## src/rtl/fetch_queue.sv

```systemverilog
// fetch_queue: decoupled instruction-fetch front end. Owns the fetch PC,
// issues credit-limited word requests to instruction memory, buffers the
// in-order responses with their PCs, and hands them to decode. A redirect
// flushes the buffer and drops every response still in flight.
module fetch_queue #(
  parameter logic [31:0] RESET_PC = 32'h0000_0000,
  parameter int unsigned DEPTH    = 4
) (
  input  logic                     clk,
  input  logic                     rst,
  input  logic                     redirect_valid,
  input  logic [31:0]              redirect_pc,
  output logic                     imem_req_valid,
  output logic [31:0]              imem_req_addr,
  input  logic                     imem_req_ready,
  input  logic                     imem_rsp_valid,
  input  logic [31:0]              imem_rsp_data,
  output logic                     inst_valid,
  output logic [31:0]              inst_pc,
  output logic [31:0]              inst,
  input  logic                     inst_ready,
  output logic [$clog2(DEPTH):0]   occupancy
);

  localparam int unsigned AW = $clog2(DEPTH);
  localparam int unsigned CW = AW + 1;

  logic [31:0]   fetch_pc_q,    fetch_pc_d;
  logic [31:0]   rsp_pc_q,      rsp_pc_d;
  logic [CW-1:0] count_q,       count_d;
  logic [CW-1:0] outstanding_q, outstanding_d;
  logic [CW-1:0] drop_cnt_q,    drop_cnt_d;
  logic [AW-1:0] wr_ptr_q,      wr_ptr_d;
  logic [AW-1:0] rd_ptr_q,      rd_ptr_d;
  logic [31:0]   pc_mem_q   [DEPTH];
  logic [31:0]   pc_mem_d   [DEPTH];
  logic [31:0]   inst_mem_q [DEPTH];
  logic [31:0]   inst_mem_d [DEPTH];

  logic [CW:0]   credit_sum;
  logic [31:0]   redirect_target;
  logic          req_fire;
  logic          rsp_accept;
  logic          rsp_drop;
  logic          push;
  logic          pop;

  // Request channel, head-of-queue outputs and handshake qualifiers
  always_comb begin
    credit_sum      = {1'b0, outstanding_q} + {1'b0, count_q};
    redirect_target = redirect_pc & 32'hFFFF_FFFC;
    // A slot is reserved for every request, so responses never overflow.
    imem_req_valid  = !rst && !redirect_valid && (credit_sum < (CW+1)'(DEPTH));
    imem_req_addr   = fetch_pc_q;
    req_fire        = imem_req_valid && imem_req_ready;
    // Responses with nothing outstanding (e.g. straight after reset) are ignored.
    rsp_accept      = imem_rsp_valid && (outstanding_q != '0);
    rsp_drop        = rsp_accept && ((drop_cnt_q != '0) || redirect_valid);
    inst_valid      = (count_q != '0);
    inst_pc         = inst_valid ? pc_mem_q[rd_ptr_q]   : '0;
    inst            = inst_valid ? inst_mem_q[rd_ptr_q] : '0;
    occupancy       = count_q;
    push            = rsp_accept && !rsp_drop;
    pop             = inst_valid && inst_ready && !redirect_valid;
  end

  // Next-state for PCs, counters and FIFO pointers; redirect has priority
  always_comb begin
    fetch_pc_d    = fetch_pc_q;
    rsp_pc_d      = rsp_pc_q;
    count_d       = count_q;
    outstanding_d = outstanding_q;
    drop_cnt_d    = drop_cnt_q;
    wr_ptr_d      = wr_ptr_q;
    rd_ptr_d      = rd_ptr_q;

    case ({req_fire, rsp_accept})
      2'b10:   outstanding_d = outstanding_q + CW'(1);
      2'b01:   outstanding_d = outstanding_q - CW'(1);
      default: outstanding_d = outstanding_q;
    endcase

    if (redirect_valid) begin
      fetch_pc_d = redirect_target;
      rsp_pc_d   = redirect_target;
      count_d    = '0;
      wr_ptr_d   = '0;
      rd_ptr_d   = '0;
      // Everything still in flight belongs to the old path; the response
      // landing this cycle is already dropped, so it is not counted again.
      drop_cnt_d = rsp_accept ? (outstanding_q - CW'(1)) : outstanding_q;
    end else begin
      if (req_fire) begin
        fetch_pc_d = fetch_pc_q + 32'd4;
      end
      if (rsp_drop) begin
        drop_cnt_d = drop_cnt_q - CW'(1);
      end
      if (push) begin
        rsp_pc_d = rsp_pc_q + 32'd4;
        wr_ptr_d = wr_ptr_q + AW'(1);
      end
      if (pop) begin
        rd_ptr_d = rd_ptr_q + AW'(1);
      end
      case ({push, pop})
        2'b10:   count_d = count_q + CW'(1);
        2'b01:   count_d = count_q - CW'(1);
        default: count_d = count_q;
      endcase
    end
  end

  // FIFO storage write port
  always_comb begin
    pc_mem_d   = pc_mem_q;
    inst_mem_d = inst_mem_q;
    if (push) begin
      pc_mem_d[wr_ptr_q]   = rsp_pc_q;
      inst_mem_d[wr_ptr_q] = imem_rsp_data;
    end
  end

  // State registers with asynchronous reset
  always_ff @(posedge clk or posedge rst) begin
    if (rst) begin
      fetch_pc_q    <= RESET_PC;
      rsp_pc_q      <= RESET_PC;
      count_q       <= '0;
      outstanding_q <= '0;
      drop_cnt_q    <= '0;
      wr_ptr_q      <= '0;
      rd_ptr_q      <= '0;
      for (int unsigned i = 0; i < DEPTH; i++) begin
        pc_mem_q[i]   <= '0;
        inst_mem_q[i] <= '0;
      end
    end else begin
      fetch_pc_q    <= fetch_pc_d;
      rsp_pc_q      <= rsp_pc_d;
      count_q       <= count_d;
      outstanding_q <= outstanding_d;
      drop_cnt_q    <= drop_cnt_d;
      wr_ptr_q      <= wr_ptr_d;
      rd_ptr_q      <= rd_ptr_d;
      pc_mem_q      <= pc_mem_d;
      inst_mem_q    <= inst_mem_d;
    end
  end

  a_rsp_with_outstanding: assert property (
    @(posedge clk) disable iff (rst) imem_rsp_valid |-> (outstanding_q != '0));

  a_credit_limit: assert property (
    @(posedge clk) disable iff (rst) credit_sum <= (CW+1)'(DEPTH));

endmodule

```

## config.mk

```make
export PLATFORM = sky130hd
export DESIGN_NAME = fetch_queue
export DESIGN_NICKNAME = d
export VERILOG_FILES = /design/src/rtl/fetch_queue.sv
export SDC_FILE = /design/constraint.sdc
export NUM_CORES = 1
export LEC_CHECK = 0
export ABC_AREA = 1
export CORE_MARGIN = 4
export CORE_UTILIZATION = 60
export DETAILED_ROUTE_END_ITERATION = 8
export GPL_TIMING_DRIVEN = 0
export HOLD_SLACK_MARGIN = 0.12
export PLACE_DENSITY = 0.84
export SLEW_MARGIN = 20
export SYNTH_ARGS = -nofsm -noshare
export SYNTH_HDL_FRONTEND = slang
export SYNTH_SLANG_ARGS = --single-unit
```

## constraint.sdc

```tcl
create_clock -name clk -period 32.4 [get_ports clk]
set_input_delay 6.48 -clock clk [delete_from_list [all_inputs] [get_ports clk]]
set_output_delay 6.48 -clock clk [all_outputs]
set_load 0.02 [all_outputs]
```

==> impl_metrics.env, run 1 <==
export IMPL_status="finished, final reports clean"
export IMPL_end_kind="output pin"
export IMPL_fp_coreArea_sq_mm=0.0261
export IMPL_crit_fanout=35
export IMPL_htreeDepth=2
export IMPL_clockBufferDepth=3
export IMPL_die_w_microns=171
export IMPL_synth_common_cells="nand2_1, o21ai_0, nor2_1"
export IMPL_synthMostInstantiatedCell="nand2_1"
export IMPL_hpwl_microns=33300
export IMPL_place_area_sq_mm=0.0182
export IMPL_synth_flop_cell="dfrtp_1"
export IMPL_syn_to_final_growth_pct=20.8
export IMPL_crit_top_cell="clkdlybuf4s50_1"
export IMPL_synth_compound_area_share_pct=16.7
export IMPL_post_cts_buffers=0
export IMPL_fin_crit_ns=14.56
export IMPL_synth_area_mux_share_pct=0.0626
export IMPL_cts_tree="yes"
export IMPL_port_buffers=164
export IMPL_reg2reg_slack_ns=29.51
export IMPL_ys_types=39
export IMPL_setup_tns_ns=0
export IMPL_rsz0062_at_grt="false"
export IMPL_cap_violations=0
export IMPL_antenna_found_initial=0
export IMPL_n_antenna_cell=0
export IMPL_layout_drive_gt1_share_pct=5.63
export IMPL_drc=0
export IMPL_synthCells=2082
export IMPL_cts_sinks=321
export IMPL_cp_start_kind="input port"
export IMPL_post_cts_resized=0
export IMPL_hp_class="register to register"
export IMPL_syn_avg_cell_area_sq_um=7.68
export IMPL_cp_required_ns=25.92
export IMPL_finalSetupViolations=0
export IMPL_synth_area_leaders="dfrtp_1, nand2_1, o21ai_0, nor2_1, inv_1"
export IMPL_yosys_area_share_adder_pct=1.22
export IMPL_yosys_area_share_simple_pct=23.6
export IMPL_min_delay_start="inst_mem_q[66]$_DFFE_PP0P_"
export IMPL_design_area_sq_mm=0.0193
export IMPL_hold_buffers=0
export IMPL_rows=59
export IMPL_arrival_ns=8.08
export IMPL_wire_per_inst_microns=18.4
export IMPL_track_usage_pct=33.5
export IMPL_cts_root_buf="clkbuf_16"
export IMPL_clock_latency_ns=0.52
export IMPL_via_count=15700
export IMPL_fin_skew_ns=0.0159
export IMPL_yosys_warnings=0
export IMPL_firstDrtPassIters=7
export IMPL_hold_violations=0
export IMPL_ys_seq_elements=321
export IMPL_drt_iter0_drc=1773
export IMPL_final_fill_count=1970
export IMPL_clk_pin_slew_worst_paths_ns=0.06
export IMPL_dp_slack_ns=17.81
export IMPL_slew_headroom_pct=53.5
export IMPL_tightestPinTransition_ns=0.697
export IMPL_dieArea_sq_mm=0.0293
export IMPL_ys_seq_area_share_pct=50.2
export IMPL_synth_top_family_by_area="simple AND/OR/NAND/NOR gates"
export IMPL_die_h_microns=171
export IMPL_synth_largest_area_cell="dfrtp_1"
export IMPL_powerDensity_mw_per_mm2=78.5
export IMPL_r2r_start="outstanding_q[0]$_DFFE_PP0P_"
export IMPL_crit_chain="clkdlybuf4s50_1, inv_8, nand2_1, nor2_1, clkdlybuf4s50_1"
export IMPL_vdd_drop_max_mv=0.0393
export IMPL_max_freq_ghz=0.0687
export IMPL_gp_congestion=0.993
export IMPL_worstSetupPathType="input port to output pin"
export IMPL_synth_edf_count=0
export IMPL_wl_microns=48600
export IMPL_vias_per_cell=5.94
export IMPL_fin_ws_ns=17.84
export IMPL_ant_nets=0
export IMPL_slew_viol_final=0
export IMPL_p_leak_nw=8.85
export IMPL_ios=171
export IMPL_grt_max_degree=107
export IMPL_slowest_stage="clkdlybuf4s50_1"
export IMPL_grt_pass1_vias=15700
export IMPL_synth_xor_area_share_pct=1.26
export IMPL_yosysTopAreaCellShare_pct=50.2
export IMPL_synth_area_sq_mm=0.0160
export IMPL_start_util_pct=61.2
export IMPL_nNetsFinal=2374
export IMPL_critPathLaunch="rst"
export IMPL_grt_ovfl_total=0
export IMPL_grt_pass1_wl_microns=79400
export IMPL_async_reset_ff_share_pct=100
export IMPL_finalCritPeriodShare_pct=45.0
export IMPL_critPathMaxStageDelay_ns=0.62
export IMPL_numCtsBuffers=35
==> registers in the layout, summed over array words and instances, names as in the netlist <==
| signal | flops |
|---|---|
| inst_mem_q | 128 |
| drop_cnt_q | 3 |
| outstanding_q | 3 |
| rsp_pc_q | 30 |
| pc_mem_q | 120 |
| imem_req_addr | 30 |
| occupancy | 3 |
| wr_ptr_q | 2 |
| rd_ptr_q | 2 |
==> path summary, 6_finish.rpt <==
path | to | depth (start not counted)
max reg2reg | occupancy[2]$_DFFE_PP0P_ | 15
min | inst_mem_q[66]$_DFFE_PP0P_ | 2
min reg2reg | inst_mem_q[66]$_DFFE_PP0P_ | 2
min in group asynchronous | occupancy[0]$_DFFE_PP0P_ | 2
max in group asynchronous | inst_mem_q[40]$_DFFE_PP0P_ | 5
max | imem_req_valid | 5
==> where the power goes <==
group	switching, mW	internal [mW]
registers	0.0618	0.483
clock network	0.158	0.247
logic	0.342	0.224
==> per-stage QoR <==
stage          cells  util, %  hold WS (ns)  power, mW
5_1_grt         2645     73.9         0.497       1.60
2_1_floorplan   2085        -         0.448      0.877
3_5_place_dp    2587     69.5         0.468       1.10
4_1_cts         2645     73.9         0.482       1.51
6_report        2645     73.9         0.480       1.52
3_3_place_gp    2584     69.1         0.460       1.08
==> layer usage <==
metal  track usage (%)  vias up  part of all wire [%]  wire length (microns)
met3              4.87      167                   9.5                   4620
met1              43.6     7443                    39                  18800
met2              56.6      961                    48                  23200
met4              14.6        0                   4.1                   2020
met5                 0        -                     0                      0
li1                  -     7133                     -                      -
==> cell type report <==
cell class              count  area [sq um]  share of cell area [%]
flip-flops and latches    321          8030                    41.6
well taps                 335           419                    2.17
inverters                 141           537                    2.78
clock buffers              51          1050                    5.43
multi-input cells        1502          6870                    35.5
repair buffers            167          1720                    8.92
plain buffers             121           581                    3.00
clock inverters             7           113                   0.583
==> cells in the final DEF, fill, tap and decap left out, types with 8 or more instances in the layout <==
| master | count |
|---|---|
| dfrtp_1 | 321 |
| buf_2 | 38 |
| a21oi_1 | 79 |
| inv_1 | 135 |
| o21ai_1 | 58 |
| nand3_1 | 65 |
| ha_1 | 14 |
| clkbuf_1 | 70 |
| nand4_1 | 13 |
| xor2_1 | 16 |
| buf_6 | 8 |
| clkdlybuf4s50_1 | 164 |
| o21ai_0 | 352 |
| nor2_1 | 335 |
| clkbuf_16 | 37 |
| o211ai_1 | 13 |
| nand2_1 | 498 |
| nor3_1 | 10 |
==> logic make-up (layout without fill, tap and decap cells) <==
| logic type | count (synthesis) | count (layout) |
|---|---|---|
| AO/OA/AOI/OAI | 520 | 520 |
| multiplexers | 1 | 1 |
| other | 1 | 4 |
| AND/OR/NAND/NOR | 939 | 939 |
| flip-flops | 321 | 321 |
| buffers and inverters | 262 | 487 |
| adder cells (fa/ha/maj) | 15 | 15 |
| XOR/XNOR | 23 | 23 |
==> worst max-delay path, delay by kind of cell <==
family / cells / cell delay [ns]
AND/OR/NAND/NOR: 2 / 0.23
buffers and inverters: 3 / 1.36
Note: power is estimated with default switching activity, not from simulation.
==> run 2, diff against run 1 <==
CORE_UTILIZATION = 52   (was 60)
PLACE_DENSITY = 0.77   (was 0.84)
clock period = 12.5 ns   (was 32.4 ns; I/O delays follow)
==> run 2 against run 1 <==
  * Clock power rose to 2.9 times the previous value
  * Register-to-register slack worse by 20 ns
  * Clock skew increased by 0.0035 ns
  * Power grew to 2.7 times the previous value
  * Wire length up 0.88%
  * Critical path depth unchanged
  * Critical endpoint unchanged
  * Largest power group unchanged
==> impl_metrics.env, run 2 (synthesis results as in run 1) <==
export IMPL_syn_to_final_growth_pct=22.1
export IMPL_max_freq_ghz=0.147
export IMPL_end_kind="output pin"
export IMPL_min_delay_start="inst_mem_q[72]$_DFFE_PP0P_"
export IMPL_post_cts_resized=0
export IMPL_clockBufferDepth=3
export IMPL_gp_congestion=0.953
export IMPL_clk_pin_slew_worst_paths_ns=0.06
export IMPL_dp_cells=2642
export IMPL_cts_root_buf="clkbuf_16"
export IMPL_holdWs_ns=0.479
export IMPL_critPathLaunch="rst"
export IMPL_worstSetupPathType="input port to output pin"
export IMPL_top_register="inst_mem_q"
export IMPL_htreeDepth=2
export IMPL_grt_max_degree=101
export IMPL_wire_per_inst_microns=18.1
export IMPL_powerDensity_mw_per_mm2=206
export IMPL_cts_tree="yes"
export IMPL_via_count=15400
export IMPL_post_cts_buffers=0
export IMPL_antenna_found_initial=0
export IMPL_instances_no_fill=2709
export IMPL_vdd_drop_max_mv=0.116
export IMPL_slew_viol_final=0
export IMPL_crit_fanout=55
export IMPL_grt_busiest_layer="met2"
export IMPL_slew_headroom_pct=53.1
export IMPL_setup_tns_ns=0
export IMPL_grt_met3_usage_pct=4.26
export IMPL_die_h_microns=183
export IMPL_layout_drive_gt1_share_pct=5.95
export IMPL_design_area_sq_mm=0.0195
export IMPL_nNetsFinal=2376
export IMPL_r2r_start="outstanding_q[0]$_DFFE_PP0P_"
export IMPL_hold_violations=0
export IMPL_finalCritPeriodShare_pct=54.4
export IMPL_cp_required_ns=10.00
export IMPL_power_mw=4.03
export IMPL_cap_violations=0
export IMPL_cts_sinks=321
export IMPL_largest_register_ffs=128
export IMPL_cp_start_kind="input port"
export IMPL_vias_per_cell=5.68
export IMPL_final_fill_count=2554
export IMPL_hpwl_microns=34000
export IMPL_fin_skew_ns=0.0194
export IMPL_clock_latency_ns=0.53
export IMPL_p_leak_nw=8.93
export IMPL_numCtsBuffers=37
export IMPL_grt_util_met1_pct=38.3
export IMPL_status="finished, final reports clean"
export IMPL_ios=171
export IMPL_grt_ovfl_total=0
export IMPL_grt_pass1_wl_microns=78800
export IMPL_hp_class="register to register"
export IMPL_tightestPinTransition_ns=0.703
export IMPL_port_buffers=164
export IMPL_place_area_sq_mm=0.0182
export IMPL_met2_usage_pct=48.4
export IMPL_fp_coreArea_sq_mm=0.0300
export IMPL_fin_ws_ns=5.69
export IMPL_hold_buffers=0
export IMPL_mostFrequentLayoutCell="nand2_1"
export IMPL_dieArea_sq_mm=0.0336
export IMPL_grt_pass1_vias=15000
export IMPL_wl_microns=49100
export IMPL_start_util_pct=53.3
export IMPL_track_usage_pct=28.8
export IMPL_firstDrtPassIters=7
export IMPL_rows=63
export IMPL_arrival_ns=4.31
export IMPL_utilization_pct=65.1
export IMPL_finalSetupViolations=0
export IMPL_drt_iter0_drc=1470
export IMPL_die_w_microns=183
export IMPL_drc=0
export IMPL_rsz0062_at_grt="false"
export IMPL_dp_slack_ns=5.65
export IMPL_final_cell_mix="nand2_1, o21ai_0, nor2_1"
export IMPL_fin_crit_ns=6.81
export IMPL_ant_nets=0
export IMPL_n_antenna_cell=0
export IMPL_top_regs="inst_mem_q x128, pc_mem_q x120"
run 2: changes by cell type in the layout (fill, tap and decap cells not counted), sizes merged:
cell    before  now
inv        141  142
bufinv       3    5
clkbuf     114  118
clkinv       3    5
run 2: worst paths after layout:
path / endpoint / slack [ns] / depth (start not counted)
max: imem_req_valid / 5.69 / 5
min reg2reg: inst_mem_q[72]$_DFFE_PP0P_ / 0.48 / 2
min in group asynchronous: outstanding_q[0]$_DFFE_PP0P_ / 2.39 / 2
max in group asynchronous: inst_mem_q[103]$_DFFE_PP0P_ / 8.49 / 5
max reg2reg: occupancy[2]$_DFFE_PP0P_ / 9.63 / 15
min: inst_mem_q[72]$_DFFE_PP0P_ / 0.48 / 2
run 2: cell type report:
type                            instances  area [sq um]  area share, %
Multi-Input combinational cell       1502          6870           35.1
Tap cell                              390           488           2.50
Timing Repair Buffer                  167          1720           8.83
Buffer                                121           581           2.97
Inverter                              141           537           2.75
Clock buffer                           55          1120           5.71
Sequential cell                       321          8030           41.1
Clock inverter                         12           191          0.980
run 2: power by group:
part | internal [mW] | total [mW] | switching [mW]
clock | 0.722 | 1.16 | 0.436
combinational | 0.579 | 1.46 | 0.883
sequential | 1.25 | 1.41 | 0.156
total | 2.55 | 4.03 | 1.47
run 2: metal layers:
layer	vias up	wire [microns]	part of all wire, %
met4	0	1730	3.5
li1	7155	-	-
met5	-	0	0
met1	7391	20000	41
met2	717	23600	48
met3	116	3790	7.7
run 2: worst max-delay path, cell delays in order:
cell	delay, ns
clkdlybuf4s50_1	0.49
inv_8	0.33
nand2_1	0.10
nor2_1	0.22
clkdlybuf4s50_1	0.65
